===== src/rtl/cache_mem_arbiter_pkg.sv =====
// rtl/cache_mem_arbiter_pkg.sv - shared state encoding and defaults for the I/D memory arbiter
package cache_mem_arbiter_pkg;

    typedef logic [1:0] arb_state_t;

    localparam arb_state_t ARB_IDLE   = 2'd0;
    localparam arb_state_t ARB_I_BUSY = 2'd1;
    localparam arb_state_t ARB_D_BUSY = 2'd2;
    localparam arb_state_t ARB_DONE   = 2'd3;

    localparam int STARVE_MAX_DEF = 4;
    localparam int CW_DEF         = 3;

endpackage


===== src/rtl/cache_mem_arbiter_if.sv =====
// rtl/cache_mem_arbiter_if.sv - cache request/ready and memory port bundle seen by the arbiter
interface cache_mem_arbiter_if;

    logic        m_fetch;
    logic [31:0] m_i_a;
    logic        m_ld_st;
    logic        m_st;
    logic [31:0] m_d_a;
    logic [31:0] m_d_st_data;
    logic        mem_ready;
    logic [31:0] mem_a;
    logic [31:0] mem_st_data;
    logic        mem_access;
    logic        mem_write;
    logic        m_i_ready;
    logic        m_d_ready;
    logic        sel_i;
    logic        arb_busy;

    // master: the arbiter itself; slave: the caches plus the memory port
    modport master (
        input  m_fetch, m_i_a, m_ld_st, m_st, m_d_a, m_d_st_data, mem_ready,
        output mem_a, mem_st_data, mem_access, mem_write,
        output m_i_ready, m_d_ready, sel_i, arb_busy
    );

    modport slave (
        output m_fetch, m_i_a, m_ld_st, m_st, m_d_a, m_d_st_data, mem_ready,
        input  mem_a, mem_st_data, mem_access, mem_write,
        input  m_i_ready, m_d_ready, sel_i, arb_busy
    );

endinterface


===== src/rtl/arb_starve_cnt.sv =====
// rtl/arb_starve_cnt.sv - saturating count of I grants taken over a pending D request
module arb_starve_cnt #(
    parameter int STARVE_MAX = 4,
    parameter int CW         = 3
) (
    input  logic clk,
    input  logic rst,
    input  logic inc,
    input  logic clr,
    output logic at_max
);

    logic [CW-1:0] cnt;

    always_ff @(posedge clk) begin
        if (rst || clr) begin
            cnt <= '0;
        end else if (inc && !at_max) begin
            cnt <= cnt + CW'(1);
        end
    end

    assign at_max = (cnt == CW'(STARVE_MAX));

endmodule


===== src/rtl/cache_mem_arbiter.sv =====
// rtl/cache_mem_arbiter.sv - registered I/D grant to the single memory port with D starvation guard
module cache_mem_arbiter
    import cache_mem_arbiter_pkg::*;
#(
    parameter int STARVE_MAX = STARVE_MAX_DEF,
    parameter int CW         = CW_DEF
) (
    input  logic                 clk,
    input  logic                 clr,
    cache_mem_arbiter_if.master  bus
);

    arb_state_t  state;
    arb_state_t  state_nxt;
    logic        grant_i;
    logic        grant_d;
    logic        at_max;
    logic        busy;
    logic [31:0] a_q;
    logic [31:0] d_q;
    logic        wr_q;

    always_ff @(posedge clk) begin
        if (clr) begin
            state <= ARB_IDLE;
        end else begin
            state <= state_nxt;
        end
    end

    // I wins a tie unless D has already been passed over STARVE_MAX times
    always_comb begin
        state_nxt = state;
        grant_i   = 1'b0;
        grant_d   = 1'b0;
        case (state)
            ARB_IDLE: begin
                if (bus.m_fetch && !(bus.m_ld_st && at_max)) begin
                    state_nxt = ARB_I_BUSY;
                    grant_i   = 1'b1;
                end else if (bus.m_ld_st) begin
                    state_nxt = ARB_D_BUSY;
                    grant_d   = 1'b1;
                end
            end
            ARB_I_BUSY, ARB_D_BUSY: begin
                if (bus.mem_ready) begin
                    state_nxt = ARB_DONE;
                end
            end
            ARB_DONE: state_nxt = ARB_IDLE;
            default:  state_nxt = ARB_IDLE;
        endcase
    end

    always_ff @(posedge clk) begin
        if (clr) begin
            a_q  <= '0;
            d_q  <= '0;
            wr_q <= 1'b0;
        end else if (grant_i) begin
            a_q  <= bus.m_i_a;
            wr_q <= 1'b0;
        end else if (grant_d) begin
            a_q  <= bus.m_d_a;
            d_q  <= bus.m_d_st_data;
            wr_q <= bus.m_st;
        end
    end

    always_comb begin
        busy            = (state == ARB_I_BUSY) || (state == ARB_D_BUSY);
        bus.mem_a       = a_q;
        bus.mem_st_data = d_q;
        bus.mem_access  = busy;
        bus.mem_write   = wr_q && busy;
        bus.sel_i       = (state == ARB_I_BUSY);
        bus.arb_busy    = busy;
        bus.m_i_ready   = bus.mem_ready && (state == ARB_I_BUSY);
        bus.m_d_ready   = bus.mem_ready && (state == ARB_D_BUSY);
    end

    arb_starve_cnt #(
        .STARVE_MAX (STARVE_MAX),
        .CW         (CW)
    ) u_starve (
        .clk    (clk),
        .rst    (clr),
        .inc    (grant_i && bus.m_ld_st),
        .clr    (grant_d || (grant_i && !bus.m_ld_st)),
        .at_max (at_max)
    );

endmodule

===== src/flat_wrapper.sv =====
// flat-port wrapper written by rule: the top's interface ports become plain ports
module cache_mem_arbiter_flat import cache_mem_arbiter_pkg::*;
#(
    parameter int STARVE_MAX = STARVE_MAX_DEF,
    parameter int CW         = CW_DEF
)
  (clk, clr, bus_m_fetch, bus_m_i_a, bus_m_ld_st, bus_m_st, bus_m_d_a, bus_m_d_st_data, bus_mem_ready, bus_mem_a, bus_mem_st_data, bus_mem_access, bus_mem_write, bus_m_i_ready, bus_m_d_ready, bus_sel_i, bus_arb_busy);
  cache_mem_arbiter_if bus_i ();
  input  logic clk;
  input  logic clr;
  input wire logic [$bits(bus_i.m_fetch)-1:0] bus_m_fetch;
  input wire logic [$bits(bus_i.m_i_a)-1:0] bus_m_i_a;
  input wire logic [$bits(bus_i.m_ld_st)-1:0] bus_m_ld_st;
  input wire logic [$bits(bus_i.m_st)-1:0] bus_m_st;
  input wire logic [$bits(bus_i.m_d_a)-1:0] bus_m_d_a;
  input wire logic [$bits(bus_i.m_d_st_data)-1:0] bus_m_d_st_data;
  input wire logic [$bits(bus_i.mem_ready)-1:0] bus_mem_ready;
  output wire logic [$bits(bus_i.mem_a)-1:0] bus_mem_a;
  output wire logic [$bits(bus_i.mem_st_data)-1:0] bus_mem_st_data;
  output wire logic [$bits(bus_i.mem_access)-1:0] bus_mem_access;
  output wire logic [$bits(bus_i.mem_write)-1:0] bus_mem_write;
  output wire logic [$bits(bus_i.m_i_ready)-1:0] bus_m_i_ready;
  output wire logic [$bits(bus_i.m_d_ready)-1:0] bus_m_d_ready;
  output wire logic [$bits(bus_i.sel_i)-1:0] bus_sel_i;
  output wire logic [$bits(bus_i.arb_busy)-1:0] bus_arb_busy;
  assign bus_i.m_fetch = bus_m_fetch;
  assign bus_i.m_i_a = bus_m_i_a;
  assign bus_i.m_ld_st = bus_m_ld_st;
  assign bus_i.m_st = bus_m_st;
  assign bus_i.m_d_a = bus_m_d_a;
  assign bus_i.m_d_st_data = bus_m_d_st_data;
  assign bus_i.mem_ready = bus_mem_ready;
  assign bus_mem_a = bus_i.mem_a;
  assign bus_mem_st_data = bus_i.mem_st_data;
  assign bus_mem_access = bus_i.mem_access;
  assign bus_mem_write = bus_i.mem_write;
  assign bus_m_i_ready = bus_i.m_i_ready;
  assign bus_m_d_ready = bus_i.m_d_ready;
  assign bus_sel_i = bus_i.sel_i;
  assign bus_arb_busy = bus_i.arb_busy;
  cache_mem_arbiter #(.STARVE_MAX(STARVE_MAX), .CW(CW)) u_core (.clk(clk), .clr(clr), .bus(bus_i));
endmodule

===== config.mk =====
export PLATFORM = sky130hd
export DESIGN_NAME = cache_mem_arbiter_flat
export DESIGN_NICKNAME = d
export VERILOG_FILES = /design/src/rtl/cache_mem_arbiter_pkg.sv /design/src/rtl/cache_mem_arbiter_if.sv /design/src/rtl/arb_starve_cnt.sv /design/src/rtl/cache_mem_arbiter.sv /design/src/flat_wrapper.sv
export SDC_FILE = /design/constraint.sdc
export NUM_CORES = 1
export LEC_CHECK = 0
export CAP_MARGIN = 5
export CORE_ASPECT_RATIO = 0.7
export CORE_UTILIZATION = 36
export CTS_CLUSTER_SIZE = 30
export DETAILED_ROUTE_END_ITERATION = 6
export GPL_TIMING_DRIVEN = 0
export PLACE_DENSITY = 0.89
export SLEW_MARGIN = 5
export SYNTH_ARGS = -nofsm -noshare
export SYNTH_HDL_FRONTEND = slang
export SYNTH_HIERARCHICAL = 1
export SYNTH_SLANG_ARGS = --single-unit

===== constraint.sdc =====
create_clock -name clk -period 2 [get_ports clk]
set_input_delay 0.3 -clock clk [delete_from_list [all_inputs] [get_ports clk]]
set_output_delay 0.3 -clock clk [all_outputs]
set_load 0.02 [all_outputs]

==> summary.txt, run 1 <==
Placed design
  – Placer Congestion: 0.757
  – Hpwl dp: 8.41 mm
  – PortBufs: 171

Die
  – I/O pin total: 172
  – Die W: around 120 um
  – Die area: 0.00975 sq mm
  – Die H: 82.9 um
  – Starting Density: 0.371
  – Site Rows: 29
  – Core Region: 0.00907 sq mm

Drt
  – DR vias: 3,619
  – Routed WL: 11.5 mm
  – Post-route antenna net violation count: 0
  – TritonRoute pass-1 iters: 4
  – WL/cell: 16.6 um
  – Drt initial violations: 255
  – Via/cell ratio: 5.21
  – DRC Markers: 0

Logic synthesis
  – Top_reg_cell synth: dfxtp_1
  – Largest area contributor in the netlist: dfxtp_1
  – Syn avg cell area: about 9 sq um
  – Ys Warns: 6
  – EDFF count, synth: 0
  – Sequential fraction of the synthesis area: 0.416
  – Synth area leaders: dfxtp_1 42%, a221oi_2 12%, a22oi_1 6.9%
  – Ys async rst share: 0
  – Mapped cell area: between 0.003 and 0.004 sq mm
  – Most frequent cell after synthesis: dfxtp_1
  – Cells after synthesis: roughly 380
  – Syn Nets: 489
  – Unique masters post-synth: 29
  – Share of the synthesized area in the top cell type: 0.416
  – Flops & latches, synth: 70
  – Post-synth top cells: 70 x dfxtp_1, 37 x inv_1, 35 x a21oi_1

STA
  – Slew Limit Fails: 0
  – Worst Tran Pin Value: between 0.7 and 0.8 ns
  – Max_slew headroom: 0.495
  – Final period util: 0.963
  – RSZ-0062 raised after global routing: no
  – Number of endpoints failing setup at the final stage: 0
  – Clk_skew: 0.00656 ns
  – Hold Fails Final Rpt: 0
  – Clock period minus final worst setup slack: 1.93 ns
  – Peak Freq: 519 MHz

GRT
  – Initial antenna violation count: 0
  – Total track usage: 0.237
  – Remaining global-route overflow: 0
  – First-pass GRT wire length: 18.4 mm
  – Pin count of the biggest net entering global routing: 13
  – Vias in the first global route: between 3,000 and 4,000

Hold path
  – Worst hold endpoint: u_core/bus.mem_st_data[3]
  – Worst hold path startpoint: u_core/bus.mem_st_data[3]
  – Class of the worst hold path: flip-flop to flip-flop
  – Worst Hold Depth: 2

Cells and area
  – Utilization after layout: 0.628
  – Share of cells above drive strength 1: 0.147
  – Diode count: 0
  – Syn-to-layout area delta: 69.1%
  – # nets final: 674

Setup path
  – Cells on worst reg2reg path: 9
  – R2r endpoint: u_core/u_starve/cnt[0]
  – Nature of the critical path endpoint: flip-flop
  – Critical path class: flip-flop to flip-flop
  – R2R Setup Slk: 0.07 ns
  – Data arrival, critical path: 2.13 ns
  – CP Max Fanout: 10
  – CP required: 2.21 ns
  – Worst Setup Start Kind: flip-flop
  – R2r startpoint: u_core/state[0]

Pwr
  – Lkg Pwr: 2.21 nW
  – Max VDD drop: 595 uV
  – Pwr Total: approximately 7.1 mW
  – Pwr/cell area: 1250 mW/mm^2

Clock tree
  – # hold bufs at CTS: 0
  – CTS sink cnt: 70
  – TritonCTS clock tree: done
  – TritonCTS buffer count: 9
  – Root Buffer: clkbuf_16
  – Clock Tree Buf Depth: 2
  – Later-pin clock latency in the skew report: 0.33 ns
  – CTS clock-pin slew for the worst setup and hold paths: 0.06 ns
  – H-tree depth: 3

Status
  – Outcome: complete, no violations

Run
  – Max_cap viols: 0
==> logic make-up after synthesis <==
kind of cell    count (synthesis)  synth area share
compound gates                137             0.323
fa+ha+maj                       6            0.0223
buf+inv                        77            0.0988
flops                          70             0.416
mux                             3            0.0100
simple gates                   88             0.130
==> layer usage <==
metal / part of all wire / global-route usage / wire, um / vias to the layer above
li1: - / - / - / 1734
met1: 0.44 / 0.288 / 5110 / 1724
met2: 0.48 / 0.406 / 5510 / 142
met3: 0.063 / 0.0618 / 726 / 19
met4: 0.017 / 0.0804 / 191 / 0
met5: 0 / 0 / 0 / -
==> final cells by class <==
cell class,count,area [sq um]
Fill cell,739,3380
Timing Repair Buffer,174,1730
Multi-Input combinational cell,234,1680
Sequential cell,70,1400
Clock buffer,12,267
Buffer,40,239
Tap cell,124,155
Inverter,37,139
Clock inverter,4,76.3
==> worst max path at each step <==
| stage | startpoint | end | slack (ns) | cells after the start |
|---|---|---|---|---|
| 2_1_floorplan | u_core/u_starve/cnt[0] | u_core/u_starve/cnt[0] | 0.006 | 8 |
| 3_3_place_gp | bus_m_ld_st | u_core/u_starve/cnt[0] | -0.41 | 7 |
| 3_5_place_dp | bus_m_ld_st | u_core/u_starve/cnt[0] | -0.45 | 7 |
| 4_1_cts | u_core/state[1] | bus_m_i_ready | 0.002 | 4 |
| 5_1_grt | u_core/u_starve/cnt[1] | u_core/bus.mem_a[22] | 0.001 | 9 |
| 6_report | u_core/state[0] | u_core/u_starve/cnt[0] | 0.07 | 9 |
==> state kept, by name, indices dropped and copies added (netlist names) <==
name / count
u_core/bus.mem_a: 32
u_core/bus.mem_st_data: 32
u_core/u_starve/cnt: 3
u_core/state: 2
u_core/wr_q: 1
==> worst max-delay path, cell delays in order (launching register included) <==
cell and delay, ns:
dfxtp_1 0.32, inv_2 0.09, ha_2 0.18, buf_4 0.16, and2_4 0.16, buf_6 0.10
buf_6 0.13, and2_4 0.16, a21boi_4 0.18, mux2_1 0.33
==> cells in the final DEF (no fill, tap or decap), types with 3 or more instances in the layout <==
master	instances
a221oi_2	27
nor2_1	3
clkbuf_16	9
buf_8	3
a21oi_1	34
buf_6	3
dlygate4sd2_1	3
buf_2	10
mux2_1	3
a22oi_1	31
dfxtp_1	69
nand2_1	34
clkbuf_1	17
a221oi_1	5
nor3b_1	4
o21ai_0	33
buf_4	6
ha_1	4
and2_1	4
clkbuf_8	3
and2_4	3
clkdlybuf4s50_1	167
nand3_1	32
inv_1	35
==> timing repair <==
item,in CTS,in global routing
buffers inserted,3,0
pin swaps,1,0
setup endpoints to repair,42,62
resized for setup,22,16
==> metrics by stage <==
stage / instance area, sq um / setup TNS, ns / hold WS, ns / setup slack [ns] / instances
2_1_floorplan: 3370 / 0 / 0.374 / 0.00620 / 381
3_3_place_gp: 5240 / -12.32 / 0.460 / -0.413 / 676
3_5_place_dp: 5240 / -15.01 / 0.467 / -0.449 / 676
4_1_cts: 5650 / 0 / 0.475 / 0.00225 / 695
5_1_grt: 5690 / 0 / 0.500 / 0.00144 / 695
6_report: 5690 / 0 / 0.473 / 0.0740 / 695
==> power breakdown <==
group          switching [mW]  internal [mW]
logic                    1.93           1.55
registers               0.169           1.70
clock network           0.593           1.20
total                    2.69           4.45
(Power assumes the default switching activity.)
==> run 2: changes to the inputs <==
ABC_AREA = 1   (was default)
ABC_CLOCK_PERIOD_IN_PS = 2000   (was default)
CORE_ASPECT_RATIO = 1.25   (was 0.7)
==> run 2 against run 1 <==
Net effect:
- power shrank 21%
- combinational power decreased by 26%
- routed wire length down 6.0%
- clock power decreased by 29%
- non-clock buffer count is 7 lower
- cell area fell by 4.2%
- count of clock-buffer cells in the layout is 1 lower
- critical endpoint is now bus_sel_i
==> summary.txt, run 2 <==
Status
  – Outcome: complete, no violations

Logic synthesis
  – Flops & latches, synth: 70 (unchanged)
  – Top_reg_cell synth: dfxtp_1
  – Unique masters post-synth: 17 (-41%)
  – Mapped cell area: 0.00334 sq mm (-0.78%)
  – Most frequent cell after synthesis: nand2_1
  – Post-synth top cells: 180 x nand2_1, 70 x dfxtp_1, 68 x a21oi_1
  – EDFF count, synth: 0 (unchanged)
  – Cells after synthesis: 497 (+30%)
  – Share of the synthesized area in the top cell type: 0.419 (+0.00327)
  – Ys async rst share: 0 (unchanged)
  – Syn avg cell area: 6.72 sq um (-24%)
  – Ys Warns: 6 (unchanged)
  – Synth area leaders: dfxtp_1 42%, nand2_1 20%, a21oi_1 10%
  – Syn Nets: 605 (+24%)
  – Sequential fraction of the synthesis area: 0.419 (+0.00327)
  – Largest area contributor in the netlist: dfxtp_1

Cells and area
  – Non-filler cells, final: 802 (+15%)
  – # fillers: 775 (+4.9%)
  – Most frequent cells in the layout: 180 x nand2_1, 165 x clkdlybuf4s50_1, 69 x dfxtp_1
  – # nets final: 785 (+16%)
  – Diode count: 0 (unchanged)
  – Share of cells above drive strength 1: 0.0674 (-0.0797)
  – Most common cell after layout, fill and taps aside: nand2_1
  – Design area: 0.00546 sq mm (-4.2%)
  – Syn-to-layout area delta: 63.3%

Clock tree
  – TritonCTS clock tree: done
  – # hold bufs at CTS: 0 (unchanged)
  – Root Buffer: clkbuf_8
  – TritonCTS buffer count: 9 (unchanged)
  – Later-pin clock latency in the skew report: 0.34 ns (about the same)
  – H-tree depth: 3 (unchanged)
  – Clock Tree Buf Depth: 2 (unchanged)
  – CTS sink cnt: 70 (unchanged)
  – CTS clock-pin slew for the worst setup and hold paths: 0.07 ns (about the same)

Setup path
  – Worst Setup Start Kind: flip-flop
  – Nature of the critical path endpoint: primary output
  – Crit path capture: bus_sel_i
  – CP Max Fanout: 3 (-7)
  – CP max stage cell: clkdlybuf4s50_1
  – CP top delay family: buffers and inverters
  – Largest stage delay, worst path: 0.61 ns (+0.28 ns)
  – Stages on the worst setup path: 3 (-6)
  – R2R Setup Slk: 0.17 ns (+0.10 ns)
  – Data arrival, critical path: 1.61 ns (-0.52 ns)
  – Crit path cell chain: inv_1, ha_1, clkdlybuf4s50_1
  – Crit path launch: u_core/state[1]
  – R2r endpoint: u_core/bus.mem_st_data[26]
  – Buf/Inv on CP: 2 (-2)
  – R2r startpoint: u_core/state[0]
  – CP required: 1.70 ns (-0.51 ns)
  – Critical path class: flip-flop to primary output
  – Cells on worst reg2reg path: 9 (unchanged)

GRT
  – Remaining global-route overflow: 0 (unchanged)
  – First-pass GRT wire length: 16.8 mm (-8.5%)
  – Pin count of the biggest net entering global routing: 13 (unchanged)
  – Total track usage: 0.222 (-0.0149)
  – Vias in the first global route: 3,930 (+4.9%)
  – Initial antenna violation count: 0 (unchanged)
  – Grt met1 use: 0.234 (-0.0541)
  – Met3 global-route usage: 0.0511 (-0.0108)
  – Grt met2 use: 0.407 (+0.000999)
  – Busiest grt layer: met2

STA
  – Slew Limit Fails: 0 (unchanged)
  – Max_slew headroom: 0.627 (+0.132)
  – Clock period minus final worst setup slack: 1.91 ns (-0.0146 ns)
  – Clk_skew: 0.0110 ns (+0.00442 ns)
  – Final WS setup: 0.0886 ns (+0.0146 ns)
  – Number of endpoints failing setup at the final stage: 0 (unchanged)
  – Hold Fails Final Rpt: 0 (unchanged)
  – Final period util: 0.956 (-0.00730)
  – Worst Tran Pin Value: 0.560 ns (-0.198 ns)
  – Peak Freq: 523 MHz (+0.76%)

Drt
  – Post-route antenna net violation count: 0 (unchanged)
  – DR vias: 3,901 (+7.8%)
  – Via/cell ratio: 4.86 (-6.6%)
  – Drt initial violations: 229 (-10%)
  – TritonRoute pass-1 iters: 7 (+3)
  – Routed WL: 10.8 mm (-6.0%)
  – WL/cell: 13.5 um (-19%)
  – DRC Markers: 0 (unchanged)

Die
  – Starting Density: 0.378 (+0.00659)
  – Die W: 88.2 um (-25%)
  – Core Region: 0.00884 sq mm (-2.5%)
  – Die area: 0.00967 sq mm (-0.80%)
  – Die H: 110 um (+32%)
  – Site Rows: 38 (+31%)
  – I/O pin total: 172 (unchanged)

Hold path
  – Class of the worst hold path: flip-flop to flip-flop
  – Worst Hold Depth: 2 (unchanged)

Placed design
  – Placer Congestion: 0.779 (+2.9%)
  – Dpl ws: -0.157 ns (+0.292 ns)
  – Hpwl dp: 8.26 mm (-1.8%)
  – Post-DP Area: 0.00519 sq mm (-0.84%)
  – Placed insts: 787 (+16%)
  – PortBufs: 170 (-0.58%)

Run
  – Max_cap viols: 0 (unchanged)

Pwr
  – Lkg Pwr: 2.39 nW (+8.1%)
  – Max VDD drop: 868 uV (+46%)
  – Pwr/cell area: 1030 mW/mm^2 (-18%)
-- run 2: cell types whose count changed in the layout (fill, tap and decap cells not counted), moves of 5 or more --
| cell | before | now |
|---|---|---|
| nor2_1 | 3 | 10 |
| clkbuf_16 | 9 | 0 |
| a21oi_1 | 34 | 68 |
| inv_1 | 35 | 48 |
| nand4_1 | 0 | 32 |
| a221oi_2 | 27 | 0 |
| a221oi_1 | 5 | 0 |
| a22oi_1 | 31 | 0 |
| nand2_1 | 34 | 180 |
| o21ai_0 | 33 | 1 |
| clkbuf_8 | 3 | 10 |
-- run 2: cell type report --
| class | instances | area, sq um | area share |
|---|---|---|---|
| timing repair buffer | 170 | 1700 | 0.312 |
| multi-input combinational | 340 | 1600 | 0.293 |
| sequential | 70 | 1400 | 0.257 |
| buffer | 37 | 196 | 0.0360 |
| inverter | 49 | 184 | 0.0337 |
| tap | 120 | 150 | 0.0275 |
| clock buffer | 11 | 141 | 0.0259 |
| clock inverter | 5 | 82.6 | 0.0151 |
-- run 2: kinds of logic after synthesis --
| family | count (synthesis) | synth area share |
|---|---|---|
| flops | 70 | 0.419 |
| simple gates | 264 | 0.337 |
| buf+inv | 87 | 0.115 |
| compound gates | 70 | 0.106 |
| fa+ha+maj | 6 | 0.0225 |
-- run 2: worst register-to-register path, stage by stage, from the launching register on --
cell and delay, ns:
dfxtp_1 0.33, inv_1 0.16, ha_4 0.15, buf_2 0.21, nand2_1 0.16, inv_2 0.13
buf_6 0.17, buf_4 0.19, nand3_1 0.10, a21oi_1 0.17
-- run 2: report_power, final --
part / internal [mW] / switching [mW]
clock network: 0.737 / 0.532
logic: 1.13 / 1.46
registers: 1.65 / 0.134
total: 3.52 / 2.12
-- run 2: timing repair --
action                                  4_1_cts  5_1_grt
gates cloned                                  0        0
resized for setup                             6       10
setup buffers                                 0        0
pin swaps                                     0        1
endpoints found under the setup margin        6       26
-- run 2: how the worst min path moves through the flow --
stage	slack, ns	startpoint	to
2_1_floorplan	0.43	bus_m_st	u_core/wr_q
3_3_place_gp	0.45	u_core/bus.mem_st_data[25]	u_core/bus.mem_st_data[25]
3_5_place_dp	0.45	u_core/bus.mem_a[21]	u_core/bus.mem_a[21]
4_1_cts	0.44	bus_m_fetch	u_core/bus.mem_a[3]
5_1_grt	0.49	u_core/bus.mem_a[16]	u_core/bus.mem_a[16]
6_report	0.46	u_core/bus.mem_a[8]	u_core/bus.mem_a[8]
-- run 2: metal layers --
layer,vias to the layer above,share of wire
met4,0,0.030
met1,1757,0.39
met2,164,0.51
li1,1954,-
met3,26,0.066
met5,-,0
-- run 2: per-stage QoR --
step / setup TNS, ns / hold WS (ns) / util / power (mW)
6_report: 0 / 0.464 / 0.617 / 5.64
3_3_place_gp: -0.418 / 0.447 / 0.587 / 4.29
5_1_grt: -0.00144 / 0.487 / 0.617 / 5.99
3_5_place_dp: -1.16 / 0.454 / 0.587 / 4.36
4_1_cts: 0 / 0.444 / 0.613 / 5.64
2_1_floorplan: 0 / 0.435 / - / 3.30
==> run 3: changes to the inputs <==
CORE_UTILIZATION = 35   (was 36)
PLACE_DENSITY = 0.88   (was 0.89)
SYNTH_HIERARCHICAL = default   (was 1)
==> run 3 against run 2 <==
Net effect:
- non-clock buffer count decreased by 2
- sequential cell count unchanged
- area after synthesis down 5.6%
- sequential share of layout area increased by 1.1 points
- final cell count down 5.4%
- hold slack improved by 0.0070 ns
- first-iteration DRC count grew 35%
- critical path type unchanged
- critical endpoint is now bus_mem_access
- largest power group unchanged
- highest routed layer unchanged
==> summary.txt, run 3 <==
GRT
  – Pin count of the biggest net entering global routing: 12 (-1)
  – Remaining global-route overflow: 0 (unchanged)
  – Total track usage: 0.229 (+0.00676)
  – Vias in the first global route: 3,514 (-11%)
  – Initial antenna violation count: 0 (unchanged)
  – First-pass GRT wire length: 16.5 mm (-1.7%)

Logic synthesis
  – Largest area contributor in the netlist: dfxtp_1
  – Share of the synthesized area in the top cell type: 0.444 (+0.0250)
  – Ys async rst share: 0 (unchanged)
  – Syn avg cell area: 6.98 sq um (+3.8%)
  – Most frequent cell after synthesis: nand2_1
  – Top_reg_cell synth: dfxtp_1
  – Post-synth top cells: 83 x nand2_1, 70 x dfxtp_1, 68 x nand3_1
  – Unique masters post-synth: 19 (+2)
  – Flops & latches, synth: 70 (unchanged)
  – Mapped cell area: 0.00315 sq mm (-5.6%)
  – Synth area leaders: dfxtp_1 44%, nand3_1 11%, nand2_1 9.9%
  – Sequential fraction of the synthesis area: 0.444 (+0.0250)
  – EDFF count, synth: 0 (unchanged)
  – Cells after synthesis: 452 (-9.1%)
  – Ys Warns: 0 (-6)
  – Syn Nets: 560 (-7.4%)

Placed design
  – PortBufs: 171 (+0.59%)
  – Post-DP Area: 0.00501 sq mm (-3.4%)
  – Placer Congestion: 0.864 (+11%)
  – Hpwl dp: 8.02 mm (-2.8%)
  – Dpl ws: -0.0889 ns (+0.0685 ns)

STA
  – Hold Fails Final Rpt: 0 (unchanged)
  – Setup_tns: 0 ns (unchanged)
  – Final WS setup: 0.126 ns (+0.0376 ns)
  – Clock period minus final worst setup slack: 1.87 ns (-0.0376 ns)
  – Number of endpoints failing setup at the final stage: 0 (unchanged)
  – Worst Tran Pin Value: 0.537 ns (-0.0222 ns)
  – RSZ-0062 raised after global routing: no
  – Slew Limit Fails: 0 (unchanged)
  – Max_slew headroom: 0.642 (+0.0148)
  – Peak Freq: 534 MHz (+2.0%)
  – Hold_ws: 0.471 ns (+0.00699 ns)
  – Final period util: 0.937 (-0.0188)
  – Clk_skew: 0.00989 ns (-0.00110 ns)

Drt
  – DRC Markers: 0 (unchanged)
  – TritonRoute pass-1 iters: 5 (-2)
  – DR vias: 3,691 (-5.4%)
  – Drt initial violations: 310 (+35%)
  – Via/cell ratio: 4.86 (about the same)
  – Post-route antenna net violation count: 0 (unchanged)
  – WL/cell: 14.1 um (+4.0%)
  – Routed WL: 10.7 mm (-1.6%)

Cells and area
  – Utilization after layout: 0.601 (-0.0156)
  – Diode count: 0 (unchanged)
  – Design area: 0.00523 sq mm (-4.1%)
  – Share of cells above drive strength 1: 0.0563 (-0.0111)
  – Most frequent cells in the layout: 166 x clkdlybuf4s50_1, 83 x nand2_1, 70 x dfxtp_1
  – # nets final: 742 (-5.5%)
  – # fillers: 786 (+1.4%)
  – Most common cell after layout, fill and taps aside: clkdlybuf4s50_1
  – Syn-to-layout area delta: 66.0%

Clock tree
  – Later-pin clock latency in the skew report: 0.36 ns (+0.02 ns)
  – H-tree depth: 3 (unchanged)
  – CTS sink cnt: 70 (unchanged)
  – Root Buffer: clkbuf_8
  – CTS clock-pin slew for the worst setup and hold paths: 0.07 ns (about the same)
  – # hold bufs at CTS: 0 (unchanged)
  – TritonCTS buffer count: 9 (unchanged)
  – Clock Tree Buf Depth: 2 (unchanged)
  – TritonCTS clock tree: done

Pwr
  – Net Switching: 2.20 mW (+3.6%)
  – Clock power frac: 0.220 (-0.005)
  – Combinational fraction of design power: 0.460 (+0.002)
  – Lkg Pwr: 2.35 nW (-1.6%)
  – Pwr/cell area: 1110 mW/mm^2 (+7.0%)
  – Switching share of power: 0.380 (+0.00348)
  – Max VDD drop: 644 uV (-26%)
  – Reg power frac: 0.320 (+0.003)
  – Internal Dissipation: 3.59 mW (+2.0%)

Setup path
  – CP Max Fanout: 5 (+2)
  – CP required: 1.70 ns (about the same)
  – Data arrival, critical path: 1.57 ns (-0.04 ns)
  – Nature of the critical path endpoint: primary output
  – Critical path class: flip-flop to primary output
  – Worst Setup Start Kind: flip-flop

Status
  – Outcome: complete, no violations

Run
  – Max_cap viols: 0 (unchanged)

Die
  – Die area: 0.00939 sq mm (-2.9%)
  – Die W: 86.9 um (-1.4%)
  – Starting Density: 0.362 (-0.0154)
  – Die H: 108 um (-1.4%)
  – Core Region: 0.00870 sq mm (-1.6%)
  – I/O pin total: 172 (unchanged)
  – Site Rows: 38 (unchanged)

Hold path
  – Class of the worst hold path: flip-flop to flip-flop
==> run 3: changes by cell type after synthesis, moves of 2 or more <==
cell      delta
o21ai_0     +24
buf_6        -3
nor2_1      +55
nand3_1     +31
a21oi_1     -61
o21ai_1     +10
nand2_1     -97
clkbuf_1     +4
inv_1        -4
nand2_2      -2
buf_2        -5
==> run 3: power groups by stage <==
stage	Clock [mW]	Sequential [mW]	Combinational, mW
global placement	0	1.87	2.61
detailed placement	0	1.88	2.66
floorplan	0	2.21	1.17
finish	1.27	1.85	2.66
CTS	1.31	1.85	2.66
global route	1.37	1.89	2.92
==> run 3: final timing paths <==
kind	startpoint	endpoint	slack (ns)	depth (start not counted)
hold / removal	u_core.wr_q	u_core.wr_q	0.47	2
setup reg to reg	u_core.u_starve.cnt[0]	u_core.bus.mem_st_data[29]	0.27	9
setup / recovery	u_core.state[1]	bus_mem_access	0.13	4
hold reg to reg	u_core.wr_q	u_core.wr_q	0.47	2
==> run 3: repair_timing <==
action	CTS	global route
cloned	0	0
resized for setup	4	7
setup endpoints to repair	3	10
buffers inserted	0	0
==> run 3: per-layer routing <==
metal | vias to the layer above | wire length (um) | GRT usage
li1 | 1828 | - | -
met1 | 1693 | 4130 | 0.254
met2 | 134 | 5620 | 0.400
met3 | 36 | 463 | 0.0412
met4 | 0 | 456 | 0.143
met5 | - | 0 | 0
==> run 3: worst max-delay path: stages (launching register included) <==
cell,delay [ns]
dfxtp_1,0.35
inv_1,0.09
ha_2,0.38
buf_4,0.12
clkdlybuf4s15_1,0.28
==> run 3: cells by family (layout without fill, tap and decap cells) <==
family	count (synthesis)	after routing	share of synthesized area
adder cells (fa/ha/maj)	6	6	0.0238
AO/OA/AOI/OAI	42	42	0.0667
flip-flops	70	70	0.444
buffers and inverters	80	267	0.104
AND/OR/NAND/NOR	253	253	0.358
XOR/XNOR	1	1	0.00278
==> run 3: area by class of cell <==
cell class	instances	area [sq um]	share of cell area
Clock buffer	12	145	0.0277
Timing Repair Buffer	171	1710	0.327
Clock inverter	4	70.1	0.0134
Tap cell	120	150	0.0287
Buffer	34	156	0.0299
Sequential cell	70	1400	0.268
Multi-Input combinational cell	302	1430	0.273
Inverter	46	173	0.0330
==> run 3: stage by stage <==
stage                     total power [mW]  std cells
after global routing                  6.17        759
after detailed placement              4.54        743
after global placement                4.47        743
after floorplan                       3.38        452
after CTS                             5.82        759
final                                 5.79        759
